--- src/rtl/sync_fifo_param.sv ---
// sync_fifo_param: single-clock synchronous FIFO with parameterised width and
// power-of-two depth. It provides full/empty/almost flags decoded from the
// occupancy count, overflow/underflow error pulses, and either a registered
// read (FWFT=0) or a first-word-fall-through head view (FWFT=1).
//
// Ports:
//   clock        rising-edge clock
//   reset        synchronous active-high reset
//   data_in      write data
//   wr_enable    write request; ignored while full
//   rd_enable    read request (pop of the head in FWFT mode); ignored while empty
//   data_out     read data (registered, or the live head in FWFT mode)
//   rd_valid     standard: data_out updated this cycle; FWFT: head is valid
//   full, empty, almost_full, almost_empty   decoded from count
//   count        occupancy, 0..DEPTH
//   overflow     one-cycle pulse after a write attempted while full
//   underflow    one-cycle pulse after a read attempted while empty
module sync_fifo_param #(
    parameter int DATA_WIDTH    = 8,
    parameter int DEPTH         = 16,
    parameter int AFULL_THRESH  = 12,
    parameter int AEMPTY_THRESH = 4,
    parameter int FWFT          = 0
) (
    input  logic                    clock,
    input  logic                    reset,
    input  logic [DATA_WIDTH-1:0]   data_in,
    input  logic                    wr_enable,
    input  logic                    rd_enable,
    output logic [DATA_WIDTH-1:0]   data_out,
    output logic                    rd_valid,
    output logic                    full,
    output logic                    empty,
    output logic                    almost_full,
    output logic                    almost_empty,
    output logic [$clog2(DEPTH):0]  count,
    output logic                    overflow,
    output logic                    underflow
);
    localparam int AW = $clog2(DEPTH);
    localparam int CW = AW + 1;

    generate
        if (DATA_WIDTH < 1 || DEPTH < 2 || (DEPTH & (DEPTH - 1)) != 0 ||
            AFULL_THRESH < 1 || AFULL_THRESH > DEPTH ||
            AEMPTY_THRESH < 0 || AEMPTY_THRESH > DEPTH - 1) begin : g_bad_params
            $error("sync_fifo_param: illegal DEPTH or threshold parameters");
        end
    endgenerate

    logic [DATA_WIDTH-1:0] mem [DEPTH];
    logic [AW-1:0]         wptr;
    logic [AW-1:0]         rptr;
    logic                  wr_ok;
    logic                  rd_ok;

    // Flags come straight from the registered count, so they describe the
    // state left by the previous edge.
    assign full         = (count == CW'(DEPTH));
    assign empty        = (count == '0);
    assign almost_full  = (count >= CW'(AFULL_THRESH));
    assign almost_empty = (count <= CW'(AEMPTY_THRESH));

    // Acceptance uses pre-edge flags: a full FIFO still accepts a read, an
    // empty one still accepts a write, but never the other half.
    assign wr_ok = wr_enable && !full;
    assign rd_ok = rd_enable && !empty;

    always_ff @(posedge clock) begin
        if (reset) begin
            wptr      <= '0;
            rptr      <= '0;
            count     <= '0;
            overflow  <= 1'b0;
            underflow <= 1'b0;
        end else begin
            overflow  <= wr_enable && full;
            underflow <= rd_enable && empty;
            if (wr_ok) wptr <= wptr + AW'(1);
            if (rd_ok) rptr <= rptr + AW'(1);
            case ({wr_ok, rd_ok})
                2'b10:   count <= count + CW'(1);
                2'b01:   count <= count - CW'(1);
                default: count <= count;
            endcase
        end
    end

    // Storage is not cleared by reset; only the write is suppressed.
    always_ff @(posedge clock) begin
        if (!reset && wr_ok) mem[wptr] <= data_in;
    end

    generate
        if (FWFT != 0) begin : g_fwft
            // Head is exposed directly; zero when nothing is stored.
            assign data_out = empty ? '0 : mem[rptr];
            assign rd_valid = !empty;
        end else begin : g_std
            always_ff @(posedge clock) begin
                if (reset) begin
                    data_out <= '0;
                    rd_valid <= 1'b0;
                end else begin
                    rd_valid <= rd_ok;
                    if (rd_ok) data_out <= mem[rptr];
                end
            end
        end
    endgenerate

endmodule
--- config.mk ---
export PLATFORM = sky130hd
export DESIGN_NAME = sync_fifo_param
export DESIGN_NICKNAME = d
export VERILOG_FILES = /design/src/rtl/sync_fifo_param.sv
export SDC_FILE = /design/constraint.sdc
export NUM_CORES = 1
export LEC_CHECK = 0
export BUFFER_PORTS_ARGS = -buffer_cell sky130_fd_sc_hd__buf_2
export CAP_MARGIN = 0
export CORE_MARGIN = 2
export CORE_UTILIZATION = 65
export CTS_BUF_LIST = sky130_fd_sc_hd__clkbuf_4
export DETAILED_ROUTE_END_ITERATION = 6
export GPL_ROUTABILITY_DRIVEN = 0
export PLACE_DENSITY = 0.84
export SYNTH_ARGS = -nofsm -noshare
export SYNTH_HDL_FRONTEND = slang
export SYNTH_SLANG_ARGS = --single-unit
--- constraint.sdc ---
create_clock -name clock -period 8.02 [get_ports clock]
set_input_delay 0.802 -clock clock [delete_from_list [all_inputs] [get_ports clock]]
set_output_delay 0.802 -clock clock [all_outputs]
set_load 0.01 [all_outputs]
==> results of run 1 <==
-- layer usage --
metal	vias to the layer above	wire, um	GRT usage
met4	0	243	0.104
li1	1593	-	-
met2	157	5840	0.391
met5	-	0	0
met3	22	908	0.0490
met1	1720	4850	0.330
-- Yosys cell counts (3+ instances only) --
cell	instances	share of area
edfxtp_1	128	0.62
nor2_1	36	0.022
inv_1	6	0.0037
buf_4	4	0.0049
nor3_1	6	0.0049
o22ai_1	32	0.032
ha_1	9	0.018
a21oi_1	4	0.0032
mux2i_1	68	0.11
dfxtp_1	24	0.078
clkbuf_1	7	0.0043
nand2_1	8	0.0049
buf_2	6	0.0049
nor4_1	8	0.0081
o211ai_2	3	0.0061
nand3b_1	3	0.0037
buf_6	4	0.0073
xnor2_1	4	0.0057
a211oi_1	9	0.011
or3b_1	3	0.0043
xor2_1	5	0.0071
-- sequential cells by signal, summed over array words and instances (netlist names) --
register,flops
rd_valid,1
underflow,1
mem,128
data_out,8
wptr,4
count,5
overflow,1
rptr,4
-- power by group through the flow --
stage          sequential (mW)  combinational, mW  clock [mW]
2_1_floorplan            0.975              0.258           0
3_3_place_gp             0.981              0.354           0
3_5_place_dp             0.984              0.370           0
4_1_cts                  0.967              0.371       0.458
5_1_grt                  0.973              0.411       0.486
6_report                 0.968              0.372       0.453
-- stage by stage --
| step | hold WS, ns | utilization | worst slack (ns) | std cells | total power [mW] |
|---|---|---|---|---|---|
| 2_1_floorplan | 0.520 | - | 5.19 | 400 | 1.23 |
| 3_3_place_gp | 0.502 | 0.687 | 4.99 | 537 | 1.34 |
| 3_5_place_dp | 0.510 | 0.687 | 4.91 | 537 | 1.35 |
| 4_1_cts | 0.528 | 0.717 | 5.03 | 569 | 1.80 |
| 5_1_grt | 0.549 | 0.717 | 4.83 | 569 | 1.87 |
| 6_report | 0.527 | 0.717 | 5.03 | 569 | 1.79 |
-- worst max path at each step --
stage                                      from                     to  slack [ns]  cells past startpoint
after floorplan                       wr_enable  count[4]$_SDFFE_PP0P_        5.19                      9
after global placement                wr_enable  count[4]$_SDFFE_PP0P_        4.99                     10
after detailed placement              wr_enable  count[4]$_SDFFE_PP0P_        4.91                     10
after CTS                 count[0]$_SDFFE_PP0P_  count[4]$_SDFFE_PP0P_        5.03                      9
after global routing      count[0]$_SDFFE_PP0P_  count[4]$_SDFFE_PP0P_        4.83                      9
final                     count[0]$_SDFFE_PP0P_  count[4]$_SDFFE_PP0P_        5.03                      9
-- final cells by class --
class,instances,area [um2],share of cell area
clock buffer,17,128,0.0193
tap,129,161,0.0244
timing repair buffer,32,163,0.0246
sequential,152,4330,0.653
inverter,6,22.5,0.00340
clock inverter,15,149,0.0225
multi-input combinational,218,1670,0.253
-- worst reg2reg max path, stage by stage (launching register included) --
cell and delay [ns]:
dfxtp_1 0.44, nor4_4 0.46, a21boi_1 0.12, buf_4 0.22
ha_1 0.29, fa_1 0.43, a21o_1 0.19, a21oi_1 0.17
mux2i_1 0.22, mux2_1 0.34
-- cell families after synthesis --
kind of cell,Yosys count
flip-flops,152
multiplexers,69
XOR/XNOR,9
adder cells (fa/ha/maj),10
AO/OA/AOI/OAI,54
buffers and inverters,30
AND/OR/NAND/NOR,76
==> key figures, run 1 <==
Detailed routing
  – Remaining DRCs: 0
  – Detailed Routing Iterations Pass 1: 5
  – Drt total wl: 11800 um
  – Vias/cell: 6.14
  – Routed wire length per instance: 20.8 um
  – Initial drt markers: 280
  – Post-DRT Antenna Nets: 0
  – Via count of the routed design: 3492

Synth
  – Simple-Gate Fraction of Synth Area: 0.0639
  – Synth warn: 0
  – Synth Register Bits: 152
  – Post-Synth XOR/XNOR Area: 0.0128
  – Syn Area/Cell: 15.4 um2
  – EDFF count, synth: 128
  – Multiplexer share of the synthesized area: 0.112
  – Mapped Area: 6160 um2
  – Synth Instances: 400
  – Syn nets: 422
  – Largest family of logic cells by synthesized area: multiplexers
  – Register area share after synthesis: 0.701
  – Async SR Flop Fraction: 0
  – Synth unique cells: 39
  – Synth Area in Compound Gates: 0.0609
  – Adder-cell share of the synthesized area: 0.0215
  – Top_reg_cell synth: edfxtp_1

CTS
  – Cts-stage hold buffer count: 0
  – Root Buffer: clkbuf_4
  – Postcts setup bufs: 0
  – CTS max path bufs: 2
  – Clock Pin Slew Worst Setup and Hold Paths: 0.14 ns
  – Post-CTS sizing: 0
  – Num CTS Buffers: 17
  – CTS Sinks: 152
  – CTS HTree Levels: 4
  – Clk_lat worst skew: 0.53 ns
  – CTS tree: yes

Timing
  – Final period util: 0.373
  – Max Clock Freq: 335 MHz
  – Worst slew pin tran: 1.13 ns
  – Crit path time final: 2.99 ns
  – Slew headroom: 0.240
  – Layout Skew: 0.0210 ns
  – RSZ-0062 raised after global routing: false
  – Final Setup Violations: 0
  – Slew Limit Fails: 0
  – Setup TNS: 0 ns
  – Fin. Hold Viols: 0

GRT
  – Global-route wire length before repair: 17900 um
  – Tot GR Track Use: 0.244
  – Gr ovfl total: 0
  – Vias in the first global route: 3358
  – Antenna violations before repair: 0
  – Largest net degree at the start of global routing: 67

Critical path
  – CP Data Required Time: 8.45 ns
  – Kind of cell adding the most delay to the critical path: adder cells
  – Crit-path slowest cell: nor4_4
  – Crit path largest cell delay: 0.46 ns
  – Setup Crit Path Kind: flop to flop
  – CP cell instances: nor4_4, a21boi_1, buf_4, ha_1, fa_1, a21o_1, a21oi_1, mux2i_1, mux2_1
  – CP Capture Type: flop
  – Worst setup SP type: flop
  – Worst r2r path cells: 9
  – Critical path buffer and inverter count: 1
  – Worst r2r src: count[0]$_SDFFE_PP0P_
  – CP arrival: 3.42 ns
  – Reg2Reg Setup Slack: 5.03 ns
  – Top fanout value on the critical path: 20
  – Critical R2R Capture: count[4]$_SDFFE_PP0P_

Power
  – Clock power frac: 0.253
  – Sw Pwr: 551 uW
  – Net Sw Frac: 0.307
  – LEAKAGE: 2.14 nW
  – Internal Power: 1.24 mW
  – Logic pwr share: 0.208
  – Flop pwr share: 0.540
  – Pwr/cell area: 271 nW/um2
  – Worst VDD drop: 0.154 mV

Worst hold path
  – Hold Crit Depth: 2
  – Worst Hold Launch: data_out[5]$_SDFFE_PP0P_
  – Hold WC Path Type: flop to flop
  – Hold EP: data_out[5]$_SDFFE_PP0P_

Place
  – # port buffers: 31
  – HPWL Detailed: 7710 um
  – Placed Area: 6350 um2

Die
  – Rows: 35
  – Die area: 10300 um2
  – IO Pins: 32
  – Die W: 101 um
  – Core Area: 9240 um2
  – Die Y: 101 um
  – Initial Util: 0.667

Finish
  – Commonest non-fill, non-tap cells in the layout: edfxtp_1 (128), mux2i_1 (68), nor2_1 (36)
  – Share of layout cells above drive strength 1: 0.159
  – Filler cells: 590
  – ANT cells: 0
  – Area grow syn2layout: 7.45%
  – Commonest non-fill, non-tap cell in the layout: edfxtp_1
  – Layout Nets: 449
  – Post-layout instance area: 6620 um2

Job
  – Maxcap violations: 0

Outcome
  – Status: completed
Power figures use the tool's default switching activity.
==> run 2: changes to the inputs <==
CORE_UTILIZATION = 63   (was 65)
PLACE_DENSITY = 0.82   (was 0.84)
clock period = 3.1 ns   (was 8.02 ns; I/O delays follow)
==> key figures, run 2 (same netlist as run 1, synthesis figures left out) <==
Detailed routing
  – Initial drt markers: 289 (+3.2%)
  – Detailed Routing Iterations Pass 1: 5 (unchanged)
  – Vias/cell: 5.99 (-2.3%)
  – Via count of the routed design: 3482 (-0.29%)
  – Routed wire length per instance: 20.3 um (-2.4%)
  – Post-DRT Antenna Nets: 0 (unchanged)
  – Remaining DRCs: 0 (unchanged)
  – Drt total wl: 11800 um (-0.36%)

Finish
  – Share of layout cells above drive strength 1: 0.179 (+0.0195)
  – Largest regs: mem: 128 flops, data_out: 8 flops, count: 5 flops
  – Util after Layout: 0.697 (-0.0196)
  – Area grow syn2layout: 9.03%
  – Commonest non-fill, non-tap cell in the layout: edfxtp_1
  – Layout Nets: 457 (+1.8%)
  – Commonest non-fill, non-tap cells in the layout: edfxtp_1 (128), mux2i_1 (68), nor2_1 (36)
  – Max reg flops: 128 (unchanged)
  – ANT cells: 0 (unchanged)
  – Largest register by flop count: mem

Critical path
  – CP Capture Type: flop
  – Top fanout value on the critical path: 7 (-65%)
  – Crit path largest cell delay: 0.55 ns (+0.09 ns)
  – CP Data Required Time: 3.55 ns (-4.90 ns)
  – CP cell instances: nor4_4, a21oi_1, inv_1, ha_1, fa_1, a21o_1, a21oi_1, mux2i_1, mux2_1
  – Worst r2r path cells: 9 (unchanged)
  – Critical R2R Capture: count[4]$_SDFFE_PP0P_
  – Reg2Reg Setup Slack: 0.24 ns (-4.79 ns)
  – Crit path capture: count[4]$_SDFFE_PP0P_
  – Worst Setup SP: count[1]$_SDFFE_PP0P_
  – Worst r2r src: count[1]$_SDFFE_PP0P_
  – Worst setup SP type: flop
  – CP arrival: 3.31 ns (-0.11 ns)
  – Crit-path slowest cell: dfxtp_1
  – Worst path most repeated cell: a21oi_1
  – Setup Crit Path Kind: flop to flop

CTS
  – CTS max path bufs: 2 (unchanged)
  – Cts-stage hold buffer count: 0 (unchanged)
  – Post-CTS sizing: 0 (unchanged)
  – Num CTS Buffers: 17 (unchanged)
  – CTS Sinks: 152 (unchanged)
  – CTS HTree Levels: 4 (unchanged)
  – Clk_lat worst skew: 0.55 ns (+0.02 ns)
  – Postcts setup bufs: 0 (unchanged)
  – CTS tree: yes
  – Clock Pin Slew Worst Setup and Hold Paths: 0.13 ns (about the same)
  – Root Buffer: clkbuf_4

GRT
  – Largest net degree at the start of global routing: 47 (-30%)
  – Global-route wire length before repair: 18000 um (+0.38%)
  – Gr ovfl total: 0 (unchanged)
  – Tot GR Track Use: 0.244 (about the same)
  – Antenna violations before repair: 0 (unchanged)
  – Vias in the first global route: 3354 (-0.12%)

Timing
  – Layout Skew: 0.0221 ns (+0.00111 ns)
  – Final Setup Violations: 0 (unchanged)
  – Setup ws final: 0.237 ns (-4.79 ns)
  – Fin. Hold Viols: 0 (unchanged)
  – Slew headroom: 0.412 (+0.172)
  – Max Clock Freq: 349 MHz (+4.4%)
  – Crit path time final: 2.86 ns (-0.125 ns)
  – Slew Limit Fails: 0 (unchanged)
  – Final period util: 0.924 (+0.551)
  – Setup TNS: 0 ns (unchanged)
  – Worst slew pin tran: 0.878 ns (-0.253 ns)
  – RSZ-0062 raised after global routing: false

Power
  – LEAKAGE: 2.20 nW (+2.6%)
  – Pwr/cell area: 700 nW/um2 (+160%)
  – Worst VDD drop: 0.359 mV (+130%)
  – Overall Power: 4.71 mW (+160%)

Place
  – Placement Setup Slack: 0.270 ns (-4.64 ns)
  – HPWL Detailed: 7450 um (-3.4%)
  – # port buffers: 31 (unchanged)

Die
  – Die Y: 103 um (+1.5%)
  – Die area: 10600 um2 (+3.1%)
  – Die W: 103 um (+1.5%)
  – Core Area: 9640 um2 (+4.3%)
  – IO Pins: 32 (unchanged)
  – Initial Util: 0.640 (-0.0276)
  – Rows: 36 (+2.9%)

Job
  – Maxcap violations: 0 (unchanged)

Outcome
  – Status: completed

Worst hold path
  – Hold WC Path Type: input pin to flop
[run 2: cell count changes in the layout (fill, tap and decap cells not counted)]
| cell | change |
|---|---|
| clkinv_1 | -1 |
| inv_8 | +1 |
| clkinvlp_4 | -1 |
| buf_12 | +1 |
| a21boi_2 | +1 |
| inv_6 | +2 |
| buf_4 | +7 |
| clkinv_2 | -2 |
| a21boi_1 | -1 |
| clkinv_4 | +1 |
[run 2: final cells by class]
cell class                 instances  area, um2
clock inverter                    15        165
multi-input combinational        218       1680
sequential                       152       4330
inverter                           6       22.5
tap                              133        166
clock buffer                      17        128
fill                             672       2920
timing repair buffer              40        235
[run 2: where the power goes]
part	internal, mW	switching (mW)
combinational	0.403	0.603
sequential	2.34	0.144
clock	0.495	0.723
[run 2: stage by stage]
| step | hold WS [ns] | instance area [um2] | cells |
|---|---|---|---|
| final | 0.0628 | 6720 | 581 |
| after global routing | 0.0452 | 6720 | 581 |
| after CTS | 0.0287 | 6720 | 581 |
| after detailed placement | 0.494 | 6430 | 549 |
| after global placement | 0.488 | 6430 | 549 |
| after floorplan | 0.409 | 6160 | 400 |
[run 2: worst min-delay path by stage]
stage,cells past startpoint,start,to,slack [ns]
after global placement,2,data_out[3]$_SDFFE_PP0P_,data_out[3]$_SDFFE_PP0P_,0.49
after detailed placement,2,data_out[5]$_SDFFE_PP0P_,data_out[5]$_SDFFE_PP0P_,0.49
after floorplan,0,data_in[0],mem[0][0]$_DFFE_PP_,0.41
after CTS,2,rd_enable,underflow$_SDFF_PP0_,0.03
after global routing,2,rd_enable,underflow$_SDFF_PP0_,0.05
final,2,rd_enable,underflow$_SDFF_PP0_,0.06
[run 2: worst max-delay path, delay by kind of cell (launching register included)]
family | cells | cell delay [ns]
AND/OR/NAND/NOR | 1 | 0.12
buffers and inverters | 1 | 0.09
AO/OA/AOI/OAI | 3 | 0.69
adder cells (fa/ha/maj) | 2 | 0.73
flip-flops | 1 | 0.55
multiplexers | 2 | 0.58
[run 2: per-layer routing]
layer	global-route usage	wire length, um	vias to the layer above
met5	0	0	-
met4	0.116	294	0
met3	0.0664	840	25
met2	0.384	5990	126
met1	0.318	4680	1722
li1	-	-	1609
